$ cat config.mk
export PLATFORM = sky130hd
export DESIGN_NAME = sdram_rw_arbiter
export DESIGN_NICKNAME = d
export VERILOG_FILES = /design/src/rtl/sdram_rw_arbiter.sv
export SDC_FILE = /design/constraint.sdc
export NUM_CORES = 1
export LEC_CHECK = 0
export ABC_AREA = 0
export BUFFER_PORTS_ARGS = -buffer_cell sky130_fd_sc_hd__buf_4
export CAP_MARGIN = 5
export CORE_UTILIZATION = 34
export CTS_CLUSTER_SIZE = 10
export DETAILED_ROUTE_END_ITERATION = 10
export PLACE_DENSITY = 0.71
export SYNTH_ARGS = -nofsm -noshare
export SYNTH_HDL_FRONTEND = slang
export SYNTH_SLANG_ARGS = --single-unit
$ cat constraint.sdc
create_clock -name clk_ref -period 1.55 [get_ports clk_ref]
set_input_delay 0.155 -clock clk_ref [delete_from_list [all_inputs] [get_ports clk_ref]]
set_output_delay 0.155 -clock clk_ref [all_outputs]
set_load 0.03 [all_outputs]
$ cat src/rtl/sdram_rw_arbiter.sv
// sdram_rw_arbiter
// Shares one SDRAM controller port between the write-FIFO drain (burst write)
// and the read-FIFO fill (burst read). Writes normally win, but after
// MAX_WR_RUN back-to-back write bursts a pending read gets the next slot.
// A request that is not acknowledged within ACK_TIMEOUT cycles is withdrawn
// and flagged. All outputs are registered and reflect the state being entered.
module sdram_rw_arbiter #(
  parameter int MAX_WR_RUN  = 4,
  parameter int ACK_TIMEOUT = 1023
) (
  input  logic       clk_ref,
  input  logic       rst_n,
  input  logic       sdram_init_done,
  input  logic [9:0] wrf_use,
  input  logic [9:0] wr_length,
  input  logic [9:0] rdf_use,
  input  logic [9:0] rd_length,
  input  logic       read_valid,
  input  logic       sdram_wr_ack,
  input  logic       sdram_rd_ack,
  output logic       sdram_wr_req,
  output logic       sdram_rd_req,
  output logic       wr_burst_done,
  output logic       rd_burst_done,
  output logic       timeout_err,
  output logic       busy
);

  typedef enum logic [2:0] {
    IDLE     = 3'd0,
    WR_REQ   = 3'd1,
    WR_BURST = 3'd2,
    RD_REQ   = 3'd3,
    RD_BURST = 3'd4
  } state_t;

  // Last counter value allowed in a REQ state; reaching it withdraws the request.
  localparam logic [9:0] TMO_LAST = 10'(ACK_TIMEOUT - 1);
  localparam logic [3:0] RUN_MAX  = 4'(MAX_WR_RUN);
  localparam logic [3:0] RUN_SAT  = 4'd15;

  state_t     state;
  state_t     state_nxt;
  logic [9:0] tmo_cnt;
  logic [3:0] wr_run;
  logic       wr_elig;
  logic       rd_elig;
  logic       tmo_hit;
  logic       wr_done_nxt;
  logic       rd_done_nxt;
  logic       tmo_nxt;

  // A write is worth starting only when a full burst is already buffered;
  // a read only when the read FIFO has room for a full burst.
  assign wr_elig = sdram_init_done && (wr_length != 10'd0) && (wrf_use >= wr_length);
  assign rd_elig = sdram_init_done && read_valid && (rd_length != 10'd0) &&
                   (rdf_use < rd_length);
  assign tmo_hit = (tmo_cnt == TMO_LAST);

  // Next-state decision; ack beats withdrawal, withdrawal beats timeout.
  always_comb begin
    state_nxt = state;
    unique case (state)
      IDLE: begin
        if (wr_elig && (!rd_elig || (wr_run < RUN_MAX)))
          state_nxt = WR_REQ;
        else if (rd_elig)
          state_nxt = RD_REQ;
        else
          state_nxt = IDLE;
      end
      WR_REQ: begin
        if (sdram_wr_ack)
          state_nxt = WR_BURST;
        else if (!wr_elig || tmo_hit)
          state_nxt = IDLE;
        else
          state_nxt = WR_REQ;
      end
      WR_BURST: begin
        // A burst in flight always runs to completion, even if init drops.
        if (!sdram_wr_ack)
          state_nxt = IDLE;
        else
          state_nxt = WR_BURST;
      end
      RD_REQ: begin
        if (sdram_rd_ack)
          state_nxt = RD_BURST;
        else if (!rd_elig || tmo_hit)
          state_nxt = IDLE;
        else
          state_nxt = RD_REQ;
      end
      RD_BURST: begin
        if (!sdram_rd_ack)
          state_nxt = IDLE;
        else
          state_nxt = RD_BURST;
      end
      default: state_nxt = IDLE;
    endcase
  end

  // Event pulses derived from the transition being taken this cycle.
  always_comb begin
    wr_done_nxt = (state == WR_BURST) && (state_nxt == IDLE);
    rd_done_nxt = (state == RD_BURST) && (state_nxt == IDLE);
    tmo_nxt     = ((state == WR_REQ) && !sdram_wr_ack && wr_elig && tmo_hit) ||
                  ((state == RD_REQ) && !sdram_rd_ack && rd_elig && tmo_hit);
  end

  // State, timeout counter, write-run counter and registered outputs.
  always_ff @(posedge clk_ref or negedge rst_n) begin
    if (!rst_n) begin
      state         <= IDLE;
      tmo_cnt       <= 10'd0;
      wr_run        <= 4'd0;
      sdram_wr_req  <= 1'b0;
      sdram_rd_req  <= 1'b0;
      wr_burst_done <= 1'b0;
      rd_burst_done <= 1'b0;
      timeout_err   <= 1'b0;
      busy          <= 1'b0;
    end else begin
      state <= state_nxt;

      // Counts cycles spent waiting for an ack; any state change restarts it.
      if ((state_nxt != state) || ((state != WR_REQ) && (state != RD_REQ)))
        tmo_cnt <= 10'd0;
      else
        tmo_cnt <= tmo_cnt + 10'd1;

      // Consecutive write bursts; reset by a completed read or by an idle
      // cycle with no read waiting, so starvation control only bites when
      // reads are actually pending.
      if (wr_done_nxt) begin
        if (wr_run != RUN_SAT)
          wr_run <= wr_run + 4'd1;
      end else if (rd_done_nxt) begin
        wr_run <= 4'd0;
      end else if ((state == IDLE) && (state_nxt == IDLE) && !rd_elig) begin
        wr_run <= 4'd0;
      end

      sdram_wr_req  <= (state_nxt == WR_REQ);
      sdram_rd_req  <= (state_nxt == RD_REQ);
      wr_burst_done <= wr_done_nxt;
      rd_burst_done <= rd_done_nxt;
      timeout_err   <= tmo_nxt;
      busy          <= (state_nxt != IDLE);
    end
  end

endmodule

Word-level counts from Yosys, hierarchy flattened
Cells that the tools add are included.
{ "word_totals": {"reg_bits": 23, "in_bits": 46, "out_inout_bits": 6, "word_cells": 73} }
{ "op_classes": {"n_addsub": 2, "n_lt_le_gt_ge": 3, "n_eq_ne": 12, "mux": 14, "n_reduce_logical": 33} }
{ "ops": {"columns": ["op", "count"], "rows": [
  ["10-bit nonzero test", 2],
  ["1-bit logical AND", 17],
  ["4-bit 2-to-1 mux", 4],
  ["3-bit case mux with 5 select lines", 1],
  ["10-bit by 1-bit adder with 10-bit output (second input constant)", 1],
  ["10-bit equality test (second input constant)", 1],
  ["10-bit >= comparator", 1],
  ["10-bit less-than comparator", 1],
  ["10-bit 2-to-1 mux", 1],
  ["2-bit 2-to-1 mux", 5],
  ["3-bit by 2-bit equality test with 1-bit output (second input constant)", 3],
  ["3-bit by 1-bit equality test with 1-bit output (second input constant)", 2],
  ["3-bit logical NOT", 2],
  ["3-bit 2-to-1 mux", 2],
  ["3-bit nonzero test", 2],
  ["1-bit logical OR", 5],
  ["4-bit by 1-bit adder with 4-bit output (second input constant)", 1],
  ["1-bit logical NOT", 4],
  ["4-bit by 3-bit less-than comparator with 1-bit output (second input constant)", 1],
  ["4-bit inequality test (second input constant)", 1],
  ["3-bit equality test (second input constant)", 1],
  ["3-bit by 1-bit inequality test with 1-bit output (second input constant)", 1],
  ["3-bit by 2-bit inequality test with 1-bit output (second input constant)", 1],
  ["3-bit inequality test", 1],
  ["3 further kinds", 3]
]} }

Logic depth before layout (Yosys ltp)
Gate-level depths: netlist of the first run.
{ "depth": {"ltp_word": 14, "mapped_depth": 10, "mapped_depth_nobuf": 9} }

Worst setup path before layout of the first run
No wires, ideal clock.
{ "synth_timing": {"kind": "input to register", "from": "input rd_length[3]", "to": "register wr_run[1]", "arrival_ns": 1.737, "t_required_ns": 1.471, "slack_ns": -0.266, "stages": 9, "n_path_buf": 0, "cell_sequence": "inv_1 -> ha_1 -> a21o_1 -> a211oi_1 -> o21ai_1 -> a21o_1 -> o21ai_0 -> a21o_2 -> mux2i_1"} }
{ "synth_via": {"elab_chain_cells": 13} }
{ "synth_rtl": {"columns": ["item", "line_no", "source"], "rows": [
  ["start, declared", "17", "input logic [9:0] rd_length,"],
  ["branches (longest 2 deep; another with 10-bit less-than comparator)", null, null],
  ["1-bit logical AND (*)", "56", "assign rd_elig = sdram_init_done && read_valid && (rd_length != 10'd0) &&"],
  ["1-bit logical NOT", "65, 90, 142", null],
  ["1-bit logical OR, on equally long branches", "90, 65", null],
  ["2-bit 2-to-1 mux or 1-bit logical AND (tied branches)", "90, 65", null],
  ["3-bit 2-to-1 mux or 2-bit 2-to-1 mux (tied branches)", "88, 65", null],
  ["3-bit case mux with 5 select lines", "63", "unique case (state)"],
  ["3-bit logical NOT", "107, 108, 142", null],
  ["1-bit logical AND (2 in a row)", "142", "end else if ((state == IDLE) && (state_nxt == IDLE) && !rd_elig) begin"],
  ["3-bit nonzero test (no source line)", null, null],
  ["2-bit AND reduction (no source line)", null, null],
  ["end signal, assigned", "139", "wr_run <= wr_run + 4'd1;"],
  ["end, declared", "45", "logic [3:0] wr_run;"]
]} }
Every way passes the cells marked *.
A chain may end at the register's enable or synchronous reset.

Final worst setup path of the first run
{ "layout_timing": {"from": "register state[1]", "to": "register state[1]"} }
{ "layout_via": {"elab_chain_cells": 2} }
{ "layout_rtl": {"columns": ["item", "line_no", "source"], "rows": [
  ["start, declared", "42", "state_t state;"],
  ["start signal, assigned", "126", "state <= state_nxt;"],
  ["3-bit equality test, or another cell as far along", "63", null],
  ["3-bit case mux with 5 select lines (*)", "63", null],
  ["net state_nxt[1]", "43", "state_t state_nxt;"]
]} }
Mark *: on every way through the listed nets, which the timed path passes. The rest lies on a longest branch.

==> impl_metrics.ini, run 1 <==
[run_status]
status = finished with violations
violations = setup timing

[sta]
tightest_slew_ns = 0.3017
fin_crit_ns = 1.749
slew_violations = 0
fmax_mhz = 571.9
finClkSkew_ns = 0.001471
period_share_pct = 112.8
hold_viol_final = 0
rsz0062_at_grt = true
fin_ws_ns = -0.1987
setup_violations = 9
slew-limit-headroom_pct = 79.70

[worst_hold_path]
hold_path_end = state[1]
hold_class = in2reg
whs_path_depth = 2
min-delay-start = sdram_wr_ack

[clock_tree]
cts_tree = done
htree_levels = 1
clk_path_buf_depth = 2
numCtsBuffers = 3
clk_pin_slew_ns = 0.08
root_buffer = clkbuf_8
clkSinkCount = 23
worst_skew_pair.late_latency_ns = 0.26

[yosys]
syn_avg_cell_area_sq_um = 9.052
synth_area_sq_um = 1657
synthSimpleGateAreaFrac_pct = 21.53
synth_top_family_by_area = simple AND/OR/NAND/NOR gates
ys_seq_area_share_pct = 34.74
async_flop_share_pct = 100.0
synth-xor-area-share_pct = 4.230
syn_inst = 183
synth-main-ff-cell = dfrtp_1
synth_compound_area_share_pct = 16.77
synth_nets = 251
synth_mux_area_share_pct = 0.6042
synth_edf_count = 0
synthAdderAreaFrac_pct = 16.62
ys_types = 46
synth_seq_cells = 23
synth-warning-count = 0

[floorplan]
die_area_sq_um = 5155
rows = 25
top_level_ports = 52
dieWidth_um = 71.80
die_h_um = 71.80
core_area_sq_um = 4692
initial_core_util_pct = 35.31

[drt]
wl_met3_um = 141
wl_met2_mm = 1.943
drtIter0Drc = 17
routed_wl_mm = 3.869
drc = 0
wire_per_inst_um = 11.69
via_count = 1617
via_per_inst = 4.885
drtPass1Iterations = 3
m1WireLength_mm = 1.741
top_layer = met4
ant_nets = 0

[critical_path]
cp.required_ns = 1.71
max_stage_delay_ns = 0.39
cp-start-kind = register
worst-setup-path-type = reg2reg
crit_buf_inv = 0
worstPathArrival_ns = 1.91
r2r_end = state[1]
path_max_fanout = 2
reg2reg_slack_ns = -0.20
worstSetupEndpointType = register
r2r-start = state[1]
rr_worst_depth = 6
cp_slowest_cell = dfrtp_1
worstPathCellList = nor2b_4 -> and3b_2 -> a21boi_4 -> or3_4 -> o21a_1 -> a31o_2
crit_family = simple AND/OR/NAND/NOR gates

[final_layout]
area_growth_pct = 54.46
stdcell_area_sq_um = 2559
nets = 346
final_cell_mix = buf_4, dfrtp_1, ha_1, inv_1, nor2_1
diodes = 0
drive_gt1_share_pct = 45.49
layout_commonest_cell = buf_4

[grt]
gr-total-overflow = 0
grt_max_degree = 24
grt_pass1_wl_mm = 6.637
antenna_found_initial = 0
grtUsageTotal_pct = 15.74
grt_pass1_vias = 1631

[power]
sequentialPowerShare_pct = 31.8
powerDensity_nw_per_um2 = 919.4
peakVddDrop_mv = 0.5258
p_leak_uw = 0.001296
cell_internal_pwr_uw = 1532
p_sw_share_pct = 34.88
clkPwrFrac_pct = 16.0
power_switching_uw = 820.4
combPwrFrac_pct = 52.2
p_total_uw = 2352

[placement]
gp_congestion = 0.7695
io_buffers = 51
placed_cell_area_sq_um = 2451
dp_hpwl_mm = 3.172

[flow_run]
drv_cap = 0
flip-flops by register name, indices dropped and copies added, names as in the netlist:
| register | count |
|---|---|
| timeout_err | 1 |
| busy | 1 |
| rd_burst_done | 1 |
| state | 3 |
| sdram_rd_req | 1 |
| tmo_cnt | 10 |
| wr_run | 4 |
| wr_burst_done | 1 |
| sdram_wr_req | 1 |
area by class of cell:
cell class	count	area, sq um
flip-flops and latches	23	576.8
multi-input cells	136	1090
repair buffers	91	689.4
fillers	458	2133
clock inverters	1	5.005
inverters	23	88.84
well taps	54	67.56
clock buffers	3	41.29
synth_stat cells (3+ instances only):
| cell type | n | area [sq um] |
|---|---|---|
| o21ai_0 | 7 | 35.03 |
| a21o_2 | 3 | 26.28 |
| xnor2_1 | 3 | 26.28 |
| a21o_1 | 4 | 30.03 |
| nand2_1 | 9 | 33.78 |
| nor2_1 | 20 | 75.07 |
| a211oi_1 | 4 | 30.03 |
| xor2_1 | 5 | 43.79 |
| or3_1 | 3 | 18.77 |
| nand4_1 | 7 | 43.79 |
| nand3_1 | 7 | 35.03 |
| a21oi_1 | 7 | 35.03 |
| ha_1 | 22 | 275.3 |
| inv_1 | 21 | 78.83 |
| nand2b_1 | 3 | 18.77 |
| dfrtp_1 | 23 | 575.6 |
cells by family after synthesis:
logic type / count (synthesis)
AO/OA/AOI/OAI: 38
XOR/XNOR: 8
adder cells (fa/ha/maj): 22
buffers and inverters: 24
flip-flops: 23
multiplexers: 1
AND/OR/NAND/NOR: 67
per-layer routing:
metal  GRT usage [%]  up-vias
met5               0        -
met2           28.30       30
met3           2.813        6
met1           19.79      750
li1                -      831
met4           3.050        0
timing repair:
action                                 4_1_cts  5_1_grt
setup endpoints to repair                   10       19
hold buffers                                 1        0
pin swaps                                    3        0
resized for setup                            5        7
setup buffers                                1        1
endpoints found under the hold margin       23        0
cloned                                       0        0
how the worst max path moves through the flow:
stage / startpoint / end / cells past startpoint
after global placement: rd_length[3] / wr_run[1] / 10
after detailed placement: rd_length[3] / wr_run[1] / 10
final: state[1] / state[1] / 6
after CTS: state[1] / state[1] / 6
after global routing: state[2] / wr_run[1] / 7
after floorplan: tmo_cnt[0] / state[1] / 7
through the flow:
step	setup slack (ns)	hold slack [ns]	instances	TNS, ns	util (%)
3_5_place_dp	-0.3691	0.06889	325	-4.602	52.24
4_1_cts	-0.1862	0.1720	331	-1.249	53.97
5_1_grt	-0.2540	0.1813	331	-2.547	54.53
3_3_place_gp	-0.2906	0.06511	325	-3.843	52.24
6_report	-0.1987	0.1805	331	-1.125	54.53
2_1_floorplan	-0.1563	-0.1406	183	-0.6999	-
power groups by stage:
stage,clock (uW),combinational [uW],sequential (uW)
2_1_floorplan,0,548,833
3_3_place_gp,0,1150,754
3_5_place_dp,0,1160,756
4_1_cts,385,1200,746
5_1_grt,405,1350,761
6_report,376,1230,749
Note: power is estimated with default switching activity, not from simulation.
==> run 2, diff against run 1 <==
--- a/config.mk
+++ b/config.mk
@@ -11,7 +11,7 @@
 export CORE_UTILIZATION = 34
 export CTS_CLUSTER_SIZE = 10
 export DETAILED_ROUTE_END_ITERATION = 10
-export PLACE_DENSITY = 0.71
+export PLACE_DENSITY = 0.69
 export SYNTH_ARGS = -nofsm -noshare
 export SYNTH_HDL_FRONTEND = slang
 export SYNTH_SLANG_ARGS = --single-unit
==> constraint.sdc (replaced) <==
create_clock -name clk_ref -period 2.3 [get_ports clk_ref]
set_input_delay 0.23 -clock clk_ref [delete_from_list [all_inputs] [get_ports clk_ref]]
set_output_delay 0.23 -clock clk_ref [all_outputs]
set_load 0.1 [all_outputs]
==> run 2 against run 1 <==
- the run now ends clean
- clock power shrank 35%
- sequential cell count unchanged
- non-clock buffer count shrank 39
- wire length decreased by 13%
- sequential power is 31% lower
- first-iteration DRC count rose to 3.3 times the previous value
- sequential share of layout area increased by 4.1 points
- global-route usage is 2.1 points lower
- die area unchanged
- utilization is 8.5 points lower
==> impl_metrics.ini, run 2 (synthesis gave the netlist of run 1 again) <==
[run_status]
status = complete, no violations

[final_layout]
drive_gt1_share_pct = 29.83
regArea_sq_um = 575.6
largest_reg_flops = 10
diodes = 0
fillers = 438
regMostFlops = tmo_cnt
fin_cells = 292
reg_top3 = tmo_cnt: 10 flops, wr_run: 4 flops, state: 3 flops
nets = 307
final_cell_mix = buf_4, dfrtp_1, ha_1, inv_1, nor2_1
layout_commonest_cell = buf_4
multi_input_area_sq_um = 989.7
area_growth_pct = 30.29

[critical_path]
critPathMostFrequentCell = a21o_1
max_stage_delay_ns = 0.30
crit_family = compound AO/OA/AOI/OAI gates
reg2reg_slack_ns = 0.42
path_max_fanout = 4
worstPathArrival_ns = 2.09
worstPathCellList = buf_4 -> ha_1 -> a21o_1 -> a211oi_1 -> o21ai_1 -> a21o_1 -> o21ai_0 -> a21o_2 -> mux2i_1
cp.required_ns = 2.49
cp-start-kind = primary input
crit_buf_inv = 1
worst-setup-path-type = in2reg
worstSetupEndpointType = register
cp_slowest_cell = ha_1

[placement]
gp_congestion = 0.7704
io_buffers = 51
dp_hpwl_mm = 2.834
dp_cells = 287
place_ws_ns = 0.1476

[clock_tree]
cts_resized = 0
numCtsBuffers = 3
post_cts_buffers = 0
root_buffer = clkbuf_8
htree_levels = 1
cts_tree = done
clkSinkCount = 23
clk_path_buf_depth = 2
clk_pin_slew_ns = 0.08
worst_skew_pair.late_latency_ns = 0.26

[sta]
setup_violations = 0
tightest_slew_ns = 0.5821
slew-limit-headroom_pct = 60.65
hold_viol_final = 0
slew_violations = 0
timing.hold.ws_ns = 0.2301
fin_crit_ns = 1.901
fmax_mhz = 526.0
rsz0062_at_grt = false
period_share_pct = 82.65
fin_ws_ns = 0.3990
finClkSkew_ns = 0.003032
tns_ns = 0

[grt]
grt_max_degree = 24
antenna_found_initial = 0
grtUsageTotal_pct = 13.64
grt_pass1_vias = 1385
gr-total-overflow = 0
grt_pass1_wl_mm = 5.637

[flow_run]
drv_cap = 0

[floorplan]
core_area_sq_um = 4692
dieWidth_um = 71.80
die_h_um = 71.80
die_area_sq_um = 5155
top_level_ports = 52
rows = 25
initial_core_util_pct = 35.31

[drt]
drc = 0
via_count = 1473
wire_per_inst_um = 11.52
via_per_inst = 5.045
routed_wl_mm = 3.365
drtPass1Iterations = 4
drtIter0Drc = 56
ant_nets = 0

[power]
power_switching_uw = 595.8
cell_internal_pwr_uw = 839.5
sequentialPowerShare_pct = 35.8
p_sw_share_pct = 41.51
combPwrFrac_pct = 47.1
peakVddDrop_mv = 0.2315
clkPwrFrac_pct = 17.2
p_leak_uw = 0.001095
powerDensity_nw_per_um2 = 665.0

[worst_hold_path]
hold_class = in2reg
run 2: layout make-up:
class / instances / share of cell area (%)
clock buffer: 3 / 1.913
clock inverter: 1 / 0.2319
inverter: 23 / 4.000
multi-input combinational: 136 / 45.86
sequential: 23 / 26.67
tap: 54 / 3.130
timing repair buffer: 52 / 18.20
run 2: power groups by stage:
stage	Sequential, uW	Combinational [uW]	Clock [uW]
floorplan	680	340	0
global placement	520	670	0
detailed placement	521	677	0
CTS	513	680	254
global route	521	739	274
finish	514	675	246
run 2: routing by layer:
| metal | wire (um) | share of wire, % | up-vias | track usage [%] |
|---|---|---|---|---|
| met2 | 1671 | 50 | 33 | 25.05 |
| li1 | - | - | 754 | - |
| met5 | 0 | 0 | - | 0 |
| met1 | 1525 | 45 | 679 | 16.13 |
| met3 | 117 | 3.5 | 7 | 2.110 |
| met4 | 51 | 1.5 | 0 | 4.575 |
run 2: final timing paths:
| check | startpoint | end | cells after the start |
|---|---|---|---|
| worst max-delay path | rdf_use[3] | wr_run[1] | 9 |
| worst min-delay path | sdram_wr_ack | state[1] | 2 |
| worst max register to register | state[2] | wr_run[1] | 5 |
| worst min register to register | tmo_cnt[0] | tmo_cnt[0] | 1 |
| max in group asynchronous | rst_n | tmo_cnt[1] | 2 |
| min in group asynchronous | rst_n | tmo_cnt[3] | 2 |
run 2: repair_timing:
action | 4_1_cts | 5_1_grt
hold endpoints to repair | 23 | 0
setup endpoints to repair | 0 | 0
hold buffers | 1 | 0
run 2: metrics by stage:
step	power, uW	utilization, %	cell area [sq um]
5_1_grt	1534	46.00	2158
4_1_cts	1446	46.00	2158
6_report	1435	46.00	2158
3_3_place_gp	1190	44.80	2102
2_1_floorplan	1020	-	1657
3_5_place_dp	1197	44.80	2102
run 2: worst reg2reg max path, cell delays in order, from the launching register on:
cell and delay, ns:
dfrtp_1 0.45, nor4b_1 0.58, a21oi_2 0.17, o221ai_4 0.26, a21o_2 0.16, mux2i_1 0.18
